**src/rtl/bus_pkg.sv**
```systemverilog
`default_nettype none
// ============================================================================
// Module   : bus_pkg
// Brief    : Shared AXI encodings and initiator state type.
// Revision : 1.0
// ============================================================================
package bus_pkg;

    localparam logic [1:0] c_RESP_OKAY   = 2'b00;
    localparam logic [1:0] c_RESP_EXOKAY = 2'b01;
    localparam logic [1:0] c_RESP_SLVERR = 2'b10;
    localparam logic [1:0] c_RESP_DECERR = 2'b11;

    localparam logic [2:0] c_SIZE_4B     = 3'b010;
    localparam logic [1:0] c_BURST_INCR  = 2'b01;
    localparam logic [7:0] c_LEN_1BEAT   = 8'd0;

    typedef enum logic [2:0] {
        ST_IDLE  = 3'd0,
        ST_WADDR = 3'd1,
        ST_WRESP = 3'd2,
        ST_RADDR = 3'd3,
        ST_RDATA = 3'd4,
        ST_DONE  = 3'd5
    } state_e;

    function automatic logic resp_is_err(input logic [1:0] resp);
        return (resp == c_RESP_SLVERR) || (resp == c_RESP_DECERR);
    endfunction

endpackage
`default_nettype wire

```
**src/rtl/axi_timeout_ctr.sv**
```systemverilog
`default_nettype none
// ============================================================================
// Module   : axi_timeout_ctr
// Brief    : Response-wait counter; expired flags the last allowed wait cycle.
// Revision : 1.0
// ============================================================================
module axi_timeout_ctr #(
    parameter int TIMEOUT_CYCLES = 1024,
    parameter int CNT_W          = $clog2(TIMEOUT_CYCLES + 1)
) (
    input  logic clk,
    input  logic rst,
    input  logic i_clr,
    input  logic i_en,
    output logic o_expired
);

    localparam logic [CNT_W-1:0] c_LAST = CNT_W'(TIMEOUT_CYCLES - 1);

    logic [CNT_W-1:0] r_cnt_q;
    logic [CNT_W-1:0] w_cnt_d;

    always_comb begin
        w_cnt_d = r_cnt_q;
        if (i_clr) begin
            w_cnt_d = '0;
        end else if (i_en && (r_cnt_q != c_LAST)) begin
            w_cnt_d = r_cnt_q + 1'b1;
        end
    end

    always_ff @(posedge clk) begin
        if (rst) begin
            r_cnt_q <= '0;
        end else begin
            r_cnt_q <= w_cnt_d;
        end
    end

    assign o_expired = i_en && (r_cnt_q == c_LAST);

endmodule
`default_nettype wire

```
**src/rtl/axi_lite_initiator.sv**
```systemverilog
`default_nettype none
// ============================================================================
// Module   : axi_lite_initiator
// Brief    : Single-outstanding CPU-to-AXI4 bridge with bus-error reporting.
// Revision : 1.0
// ============================================================================
module axi_lite_initiator
    import bus_pkg::*;
#(
    parameter int TIMEOUT_CYCLES = 1024,
    parameter int CNT_W          = $clog2(TIMEOUT_CYCLES + 1)
) (
    input  logic        clk,
    input  logic        rst,
    input  logic        req_valid,
    output logic        req_ready,
    input  logic        req_write,
    input  logic [31:0] req_addr,
    input  logic [31:0] req_wdata,
    input  logic [3:0]  req_wstrb,
    output logic        rsp_valid,
    output logic [31:0] rsp_rdata,
    output logic        rsp_error,
    output logic [31:0] bad_addr,
    output logic        bad_addr_valid,
    input  logic        bad_addr_ack,
    output logic        m_axi_awvalid,
    input  logic        m_axi_awready,
    output logic [31:0] m_axi_awaddr,
    output logic [7:0]  m_axi_awlen,
    output logic [2:0]  m_axi_awsize,
    output logic [1:0]  m_axi_awburst,
    output logic        m_axi_wvalid,
    input  logic        m_axi_wready,
    output logic [31:0] m_axi_wdata,
    output logic [3:0]  m_axi_wstrb,
    output logic        m_axi_wlast,
    input  logic        m_axi_bvalid,
    output logic        m_axi_bready,
    input  logic [1:0]  m_axi_bresp,
    output logic        m_axi_arvalid,
    input  logic        m_axi_arready,
    output logic [31:0] m_axi_araddr,
    output logic [7:0]  m_axi_arlen,
    output logic [2:0]  m_axi_arsize,
    output logic [1:0]  m_axi_arburst,
    input  logic        m_axi_rvalid,
    output logic        m_axi_rready,
    input  logic [31:0] m_axi_rdata,
    input  logic [1:0]  m_axi_rresp,
    input  logic        m_axi_rlast
);

    state_e      r_state_q, w_state_d;
    logic        r_write_q, w_write_d;
    logic [31:0] r_addr_q, w_addr_d;
    logic [31:0] r_wdata_q, w_wdata_d;
    logic [3:0]  r_wstrb_q, w_wstrb_d;
    logic        r_aw_done_q, w_aw_done_d;
    logic        r_w_done_q, w_w_done_d;
    logic        r_stale_q, w_stale_d;
    logic        r_awvalid_q, w_awvalid_d;
    logic        r_wvalid_q, w_wvalid_d;
    logic        r_bready_q, w_bready_d;
    logic        r_arvalid_q, w_arvalid_d;
    logic        r_rready_q, w_rready_d;
    logic        r_req_ready_q, w_req_ready_d;
    logic        r_rsp_valid_q, w_rsp_valid_d;
    logic [31:0] r_rsp_rdata_q, w_rsp_rdata_d;
    logic        r_rsp_error_q, w_rsp_error_d;
    logic [31:0] r_bad_addr_q, w_bad_addr_d;
    logic        r_bad_valid_q, w_bad_valid_d;

    logic w_wait;
    logic w_expired;
    logic w_resp_err;
    logic w_unused;

    assign w_wait   = (r_state_q == ST_WRESP) || (r_state_q == ST_RDATA);
    assign w_unused = ^{m_axi_rlast, req_addr[1:0]};

    axi_timeout_ctr #(
        .TIMEOUT_CYCLES (TIMEOUT_CYCLES),
        .CNT_W          (CNT_W)
    ) u_timeout_ctr (
        .clk       (clk),
        .rst       (rst),
        .i_clr     (!w_wait),
        .i_en      (w_wait),
        .o_expired (w_expired)
    );

    always_comb begin
        w_state_d     = r_state_q;
        w_write_d     = r_write_q;
        w_addr_d      = r_addr_q;
        w_wdata_d     = r_wdata_q;
        w_wstrb_d     = r_wstrb_q;
        w_aw_done_d   = r_aw_done_q;
        w_w_done_d    = r_w_done_q;
        w_stale_d     = r_stale_q;
        w_bad_addr_d  = r_bad_addr_q;
        w_bad_valid_d = r_bad_valid_q;
        w_rsp_valid_d = 1'b0;
        w_rsp_error_d = 1'b0;
        w_rsp_rdata_d = '0;
        w_resp_err    = 1'b0;

        if (r_bad_valid_q && bad_addr_ack) begin
            w_bad_valid_d = 1'b0;
        end

        case (r_state_q)
            ST_IDLE: begin
                // A late beat from a timed-out transaction is swallowed here.
                if (r_stale_q) begin
                    if (r_write_q ? (m_axi_bvalid && r_bready_q)
                                  : (m_axi_rvalid && r_rready_q)) begin
                        w_stale_d = 1'b0;
                    end
                end else if (req_valid && r_req_ready_q) begin
                    w_write_d   = req_write;
                    w_addr_d    = {req_addr[31:2], 2'b00};
                    w_wdata_d   = req_wdata;
                    w_wstrb_d   = req_wstrb;
                    w_aw_done_d = 1'b0;
                    w_w_done_d  = 1'b0;
                    w_state_d   = req_write ? ST_WADDR : ST_RADDR;
                end
            end
            ST_WADDR: begin
                if (r_awvalid_q && m_axi_awready) w_aw_done_d = 1'b1;
                if (r_wvalid_q && m_axi_wready)   w_w_done_d  = 1'b1;
                if (w_aw_done_d && w_w_done_d)    w_state_d   = ST_WRESP;
            end
            ST_WRESP: begin
                if (m_axi_bvalid) begin
                    w_resp_err    = resp_is_err(m_axi_bresp);
                    w_state_d     = ST_DONE;
                    w_rsp_valid_d = 1'b1;
                end else if (w_expired) begin
                    w_resp_err    = 1'b1;
                    w_stale_d     = 1'b1;
                    w_state_d     = ST_DONE;
                    w_rsp_valid_d = 1'b1;
                end
            end
            ST_RADDR: begin
                if (r_arvalid_q && m_axi_arready) w_state_d = ST_RDATA;
            end
            ST_RDATA: begin
                if (m_axi_rvalid) begin
                    w_resp_err    = resp_is_err(m_axi_rresp);
                    w_rsp_rdata_d = w_resp_err ? 32'h0 : m_axi_rdata;
                    w_state_d     = ST_DONE;
                    w_rsp_valid_d = 1'b1;
                end else if (w_expired) begin
                    w_resp_err    = 1'b1;
                    w_stale_d     = 1'b1;
                    w_state_d     = ST_DONE;
                    w_rsp_valid_d = 1'b1;
                end
            end
            ST_DONE: begin
                w_state_d = ST_IDLE;
            end
            default: begin
                w_state_d = ST_IDLE;
            end
        endcase

        if (w_rsp_valid_d) begin
            w_rsp_error_d = w_resp_err;
            if (w_resp_err) begin
                w_bad_addr_d  = r_addr_q;
                w_bad_valid_d = 1'b1;
            end
        end

        // Handshake outputs are registered from the next-state view.
        w_awvalid_d   = (w_state_d == ST_WADDR) && !w_aw_done_d;
        w_wvalid_d    = (w_state_d == ST_WADDR) && !w_w_done_d;
        w_arvalid_d   = (w_state_d == ST_RADDR);
        w_bready_d    = (w_state_d == ST_WRESP) ||
                        ((w_state_d == ST_IDLE) && w_stale_d && w_write_d);
        w_rready_d    = (w_state_d == ST_RDATA) ||
                        ((w_state_d == ST_IDLE) && w_stale_d && !w_write_d);
        w_req_ready_d = (w_state_d == ST_IDLE) && !w_stale_d && !w_bad_valid_d;
    end

    always_ff @(posedge clk) begin
        if (rst) begin
            r_state_q     <= ST_IDLE;
            r_write_q     <= 1'b0;
            r_addr_q      <= '0;
            r_wdata_q     <= '0;
            r_wstrb_q     <= '0;
            r_aw_done_q   <= 1'b0;
            r_w_done_q    <= 1'b0;
            r_stale_q     <= 1'b0;
            r_awvalid_q   <= 1'b0;
            r_wvalid_q    <= 1'b0;
            r_bready_q    <= 1'b0;
            r_arvalid_q   <= 1'b0;
            r_rready_q    <= 1'b0;
            r_req_ready_q <= 1'b0;
            r_rsp_valid_q <= 1'b0;
            r_rsp_rdata_q <= '0;
            r_rsp_error_q <= 1'b0;
            r_bad_addr_q  <= '0;
            r_bad_valid_q <= 1'b0;
        end else begin
            r_state_q     <= w_state_d;
            r_write_q     <= w_write_d;
            r_addr_q      <= w_addr_d;
            r_wdata_q     <= w_wdata_d;
            r_wstrb_q     <= w_wstrb_d;
            r_aw_done_q   <= w_aw_done_d;
            r_w_done_q    <= w_w_done_d;
            r_stale_q     <= w_stale_d;
            r_awvalid_q   <= w_awvalid_d;
            r_wvalid_q    <= w_wvalid_d;
            r_bready_q    <= w_bready_d;
            r_arvalid_q   <= w_arvalid_d;
            r_rready_q    <= w_rready_d;
            r_req_ready_q <= w_req_ready_d;
            r_rsp_valid_q <= w_rsp_valid_d;
            r_rsp_rdata_q <= w_rsp_rdata_d;
            r_rsp_error_q <= w_rsp_error_d;
            r_bad_addr_q  <= w_bad_addr_d;
            r_bad_valid_q <= w_bad_valid_d;
        end
    end

    assign req_ready      = r_req_ready_q;
    assign rsp_valid      = r_rsp_valid_q;
    assign rsp_rdata      = r_rsp_rdata_q;
    assign rsp_error      = r_rsp_error_q;
    assign bad_addr       = r_bad_addr_q;
    assign bad_addr_valid = r_bad_valid_q;

    assign m_axi_awvalid  = r_awvalid_q;
    assign m_axi_awaddr   = r_addr_q;
    assign m_axi_awlen    = c_LEN_1BEAT;
    assign m_axi_awsize   = c_SIZE_4B;
    assign m_axi_awburst  = c_BURST_INCR;
    assign m_axi_wvalid   = r_wvalid_q;
    assign m_axi_wdata    = r_wdata_q;
    assign m_axi_wstrb    = r_wstrb_q;
    assign m_axi_wlast    = 1'b1;
    assign m_axi_bready   = r_bready_q;
    assign m_axi_arvalid  = r_arvalid_q;
    assign m_axi_araddr   = r_addr_q;
    assign m_axi_arlen    = c_LEN_1BEAT;
    assign m_axi_arsize   = c_SIZE_4B;
    assign m_axi_arburst  = c_BURST_INCR;
    assign m_axi_rready   = r_rready_q;

endmodule
`default_nettype wire

```
**config.mk**
```make
export PLATFORM = sky130hd
export DESIGN_NAME = axi_lite_initiator
export DESIGN_NICKNAME = d
export VERILOG_FILES = /design/src/rtl/bus_pkg.sv /design/src/rtl/axi_timeout_ctr.sv /design/src/rtl/axi_lite_initiator.sv
export SDC_FILE = /design/constraint.sdc
export NUM_CORES = 1
export LEC_CHECK = 0
export CAP_MARGIN = 15
export CORE_ASPECT_RATIO = 1.4
export CORE_MARGIN = 10
export CORE_UTILIZATION = 40
export DETAILED_ROUTE_END_ITERATION = 7
export PLACE_DENSITY = 0.81
export SYNTH_ARGS = -nofsm -noshare
export SYNTH_HDL_FRONTEND = slang
export SYNTH_SLANG_ARGS = --single-unit
```
**constraint.sdc**
```tcl
create_clock -name clk -period 2.4 [get_ports clk]
set_input_delay 0.72 -clock clk [delete_from_list [all_inputs] [get_ports clk]]
set_output_delay 0.72 -clock clk [all_outputs]
set_load 0.02 [all_outputs]
```
# After elaboration in Yosys (flattened, before gate mapping)
# Cells that the tools add are included.
[op_classes] bitwise=5 muxes=39 reduce_logical=34 n_addsub=1 eq_ne=14
[ops] operator="1-bit 2-to-1 mux" n=25
[ops] operator="3-bit 2-to-1 mux" n=7
[ops] operator="1-bit logical AND" n=17
[ops] operator="3-bit case mux with 5 select lines" n=1
[ops] operator="3-bit by 2-bit == test with 1-bit output, second input constant" n=4
[ops] operator="11-bit by 1-bit adder with 11-bit output, second input constant" n=1
[ops] operator="11-bit by 10-bit == test with 1-bit output, second input constant" n=1
[ops] operator="11-bit by 10-bit != test with 1-bit output, second input constant" n=1
[ops] operator="2-bit == test, second input constant" n=4
[ops] operator="1-bit case mux with 2 select lines" n=4
[ops] operator="3-bit by 1-bit == test with 1-bit output, second input constant" n=2
[ops] operator="3-bit == test, second input constant" n=2
[ops] operator="3-bit logical NOT" n=2
[ops] operator="1-bit logical NOT" n=5
[ops] operator="1-bit logical OR" n=5
[ops] operator="1-bit inverter" n=5
[ops] operator="2-bit OR reduction" n=2
[ops] operator="4-bit OR reduction" n=1
[ops] operator="1-bit case mux with 3 select lines" n=1
[ops] operator="3-bit AND reduction" n=1
[ops] operator="2-bit 2-to-1 mux" n=1
[ops] operator="2-bit AND reduction" n=1
[word_totals] input_bits=115 reg_bits=155 out_inout_bits=200

# Depth between registers and ports, before layout
[depth] depth_word=10 mapped_depth=9

# By module
# From an unflattened synthesis, not the netlist that was laid out.
[unflattened] hier_cells=673 hier_area_um2=6038.3
[by_module_without_submodules] module="axi_lite_initiator" cells_each=600 instances=1 area_per_inst_um2=5407.7
[by_module_without_submodules] module="axi_timeout_ctr" cells_each=73 instances=1 area_per_inst_um2=630.6

# Worst setup path after synthesis
# Ideal clock, no wire load.
[synth_timing] path_type="input -> register" start="in m_axi_rvalid" end="reg r_bad_addr_q[25] (netlist: bad_addr[25])" path_stages=7 setup_ps=128 setup_slack_ps=462 path_buffers=2 arrival_time_ps=1811 required_time_ps=2272 cell_sequence="nor4bb_1 -> o2bb2ai_1 -> a21o_1 -> buf_4 -> buf_4 -> mux2i_1 -> nor2_1"
[synth_via] elab_chain_len=3
[synth_rtl] item="from (decl)" line="axi_lite_initiator.sv:47" source="input logic m_axi_rvalid,"
[synth_rtl] item="1-bit 2-to-1 mux" line="axi_lite_initiator.sv:152" source="if (m_axi_rvalid) begin"
[synth_rtl] item="1-bit case mux with 2 select lines" line="axi_lite_initiator.sv:113" source="case (r_state_q)"
[synth_rtl] item="2-bit AND reduction (no source line) *"
[synth_rtl] item="to (signal assigned)" line="axi_lite_initiator.sv:230" source="r_bad_addr_q <= w_bad_addr_d;"
[synth_rtl] item="to (decl)" line="axi_lite_initiator.sv:71" source="logic [31:0] r_bad_addr_q, w_bad_addr_d;"
# Every way passes the cells marked *; elsewhere a longest branch is shown, timed or not.
# A chain may end at the register's enable or synchronous reset.

# Worst setup path after layout
[layout_timing] start="reg r_addr_q[19] (netlist: m_axi_araddr[19])" end="out m_axi_awaddr[19]"
[layout_lines] item="from (decl)" line="axi_lite_initiator.sv:56" source="logic [31:0] r_addr_q, w_addr_d;"
[layout_lines] item="from (signal assigned)" line="axi_lite_initiator.sv:215" source="r_addr_q <= w_addr_d;"
[layout_lines] item="to (decl)" line="axi_lite_initiator.sv:29" source="output logic [31:0] m_axi_awaddr,"
# No word-level cell between the ends.

==> results.py <==
metrics = {
    "sta": {
        "fin_crit_ps": 2251,
        "skew_ps": 7.802,
        "finalHoldViolations": 0,
        "worstMarginPinSlew_ps": 600.5,
        "finalCritPeriodShare_pct": 93.79,
        "fin_ws_ps": 149.0,
        "worst_hold_slack_ps": 451.3,
        "drv_slew": 0,
        "slew_headroom_pct": 59.62,
        "finalSetupViolCount": 0,
        "setup_tns_ps": 0,
        "fmax_mhz": 444.2,
        "rsz0062_at_grt": "false",
    },
    "grt": {
        "grt_max_degree": 79,
        "grt_pass1_vias": 5510,
        "grt_util_all_layers_pct": 19.21,
        "grt_pass1_wl_mm": 30.14,
        "antenna_found_initial": 2,
        "overflow": 0,
    },
    "logic_synthesis": {
        "ys_seq_area_share_pct": 51.65,
        "synth_area_leader_cell": "dfxtp_1",
        "async_flop_share_pct": 0,
        "synth_edf_count": 0,
        "synthMostInstantiatedCell": "dfxtp_1",
        "synth_cells": 668,
        "synth_top_cells_by_area": "dfxtp_1 (52%), nand2_1 (8.4%), buf_4 (8.2%)",
        "syn_avg_cell_area_um2": 8.994,
        "synth_top_area_share_pct": 51.65,
        "ys.flop_type": "dfxtp_1",
        "ys_ff_latch": 155,
        "syn_area_um2": 6008,
        "yosys-top-cells-count": "dfxtp_1 (155), nand2_1 (135), a21oi_1 (72)",
        "ys_warn_count": 0,
        "yosysUniqueCellTypes": 50,
    },
    "place": {
        "io_buffers": 276,
        "dpl_worst_slack_ps": -144.0,
        "gp_congestion": 0.8551,
        "dp.final_hpwl_mm": 15.08,
        "post_dp_cell_area_um2": 8708,
        "dpl.cell_count": 1083,
    },
    "clock_network": {
        "clock_sinks": 155,
        "clockRootBuffer": "clkbuf_16",
        "numCtsBuffers": 17,
        "htree_levels": 4,
        "cts_tree": "done",
        "clockBufferDepth": 2,
        "clkTransAtPathRegs_ps": 60,
        "cts-hold-fix-buffers": 0,
        "insertion_delay_ps": 420,
        "post_cts_resized": 0,
        "cts_setup_buffers": 0,
    },
    "floorplan": {
        "initial_utilization_pct": 41.23,
        "num_rows": 52,
        "die_w_um": 123.6,
        "boundaryPins": 315,
        "core_um2": 14570,
        "dieArea_um2": 20390,
        "die_y_um": 165.0,
    },
    "pwr": {
        "ir_drop_uv": 490.7,
        "pwr_density_cell_nw_per_um2": 849.8,
        "power.switching_mw": 2.351,
        "leakagePower_nw": 3.418,
        "total_power_mw": 7.959,
        "p_seq_share_pct": 37.4,
        "p_clk_share_pct": 37.1,
        "p_sw_share_pct": 29.54,
        "p_comb_share_pct": 25.6,
        "internal_power_mw": 5.608,
    },
    "critical_path": {
        "cp_num_buf_inv": 1,
        "critPathKind": "reg -> out",
        "crit_required_ps": 1680,
        "cp-start-kind": "flip-flop",
        "arrival_ps": 1530,
        "cpMaxStageDelayCell": "clkdlybuf4s50_1",
        "worst_path_largest_cell_delay_ps": 660,
        "path_delay_family": "buffers and inverters",
        "cp-end-kind": "output pin",
        "path_max_fanout": 4,
        "cp_cell_sequence": "clkdlybuf4s50_1",
    },
    "route": {
        "avgViaCountPerCell": 4.737,
        "drc_errors": 0,
        "drt_iter0_drc": 212,
        "wl_per_cell_um": 17.67,
        "totalWireLength_mm": 19.72,
        "vias": 5286,
        "antenna_left": 0,
        "first_pass_iters": 4,
    },
    "min_path": {
        "hold_class": "reg -> reg",
    },
    "layout": {
        "final_util_pct": 64.26,
        "fin_cells": 1116,
        "nets": 1029,
        "drive_gt1_share_pct": 7.235,
        "area_delta_synth_final_pct": 55.87,
        "final_area_um2": 9365,
    },
    "outcome": {
        "run_status": "finished clean",
    },
    "run": {
        "maxCapViolations": 0,
    },
}
kinds of logic (layout without fill, tap and decap cells):
family,count (synthesis),count (layout),share of synthesized area [%]
compound gates,95,95,9.580
mux,30,30,4.998
xor+xnor,10,10,1.458
fa+ha+maj,1,1,0.2082
flops,155,155,51.65
simple gates,269,269,20.64
buf+inv,106,333,11.35
other cells,2,34,0.1250
power groups by stage:
stage	Combinational, mW	Sequential (mW)	Clock [mW]
after floorplan	0.954	3.21	0
after global placement	2.03	3.02	0
after detailed placement	2.05	3.03	0
after CTS	2.06	2.97	3.01
after global routing	2.19	3.01	3.12
final	2.04	2.97	2.95
registers in the layout, summed over array words and instances, names as in the netlist:
| signal | count |
|---|---|
| m_axi_wdata | 32 |
| rsp_rdata | 32 |
| bad_addr | 30 |
| m_axi_araddr | 30 |
| u_timeout_ctr.r_cnt_q | 11 |
| m_axi_wstrb | 4 |
| r_state_q | 3 |
| bad_addr_valid | 1 |
| m_axi_arvalid | 1 |
| m_axi_awvalid | 1 |
| m_axi_bready | 1 |
| m_axi_rready | 1 |
| m_axi_wvalid | 1 |
| r_aw_done_q | 1 |
| r_stale_q | 1 |
| r_w_done_q | 1 |
| r_write_q | 1 |
| req_ready | 1 |
| rsp_error | 1 |
| rsp_valid | 1 |
worst paths after layout:
path | from | to | slack [ps] | cells after the start
setup / recovery | m_axi_araddr[19]$_SDFFE_PP0P_ | m_axi_awaddr[19] | 150 | 1
hold / removal | m_axi_wdata[3]$_SDFFE_PP0P_ | m_axi_wdata[3]$_SDFFE_PP0P_ | 450 | 2
setup reg to reg | u_timeout_ctr.r_cnt_q[0]$_SDFFE_PP0P_ | bad_addr[2]$_SDFFE_PP0P_ | 230 | 7
hold reg to reg | m_axi_wdata[3]$_SDFFE_PP0P_ | m_axi_wdata[3]$_SDFFE_PP0P_ | 450 | 2
cells in the final DEF (no fill, tap or decap), drive strengths merged, types with 3 or more instances in the layout:
master         count
and2              37
and4               4
buf               24
inv                6
nor2              53
conb              33
nand3b             4
a22oi              4
mux2i             30
dfxtp            155
clkdlybuf4s50    275
nand4              7
nor2b              5
clkbuf            19
or3                3
bufinv             5
nand3              6
clkinv             3
xor2               8
nor3               5
nand2            135
a21oi             72
cell type report:
class                   instances  area (um2)
fillers                      1201        5209
flip-flops and latches        155        3103
repair buffers                299        3008
multi-input cells             438        2354
clock buffers                  19       442.9
well taps                     189       236.5
clock inverters                13       211.5
inverters                       2       7.507
diodes                          1       2.502
per-layer routing:
metal,part of all wire (%),vias to the layer above,track usage (%),wire length (um)
met5,0,-,0,0
met1,34,2457,18.70,6671
met3,9.4,39,8.100,1854
met2,54,207,34.19,10620
li1,-,2583,-,-
met4,2.9,0,8.811,573
(Power assumes the default switching activity.)
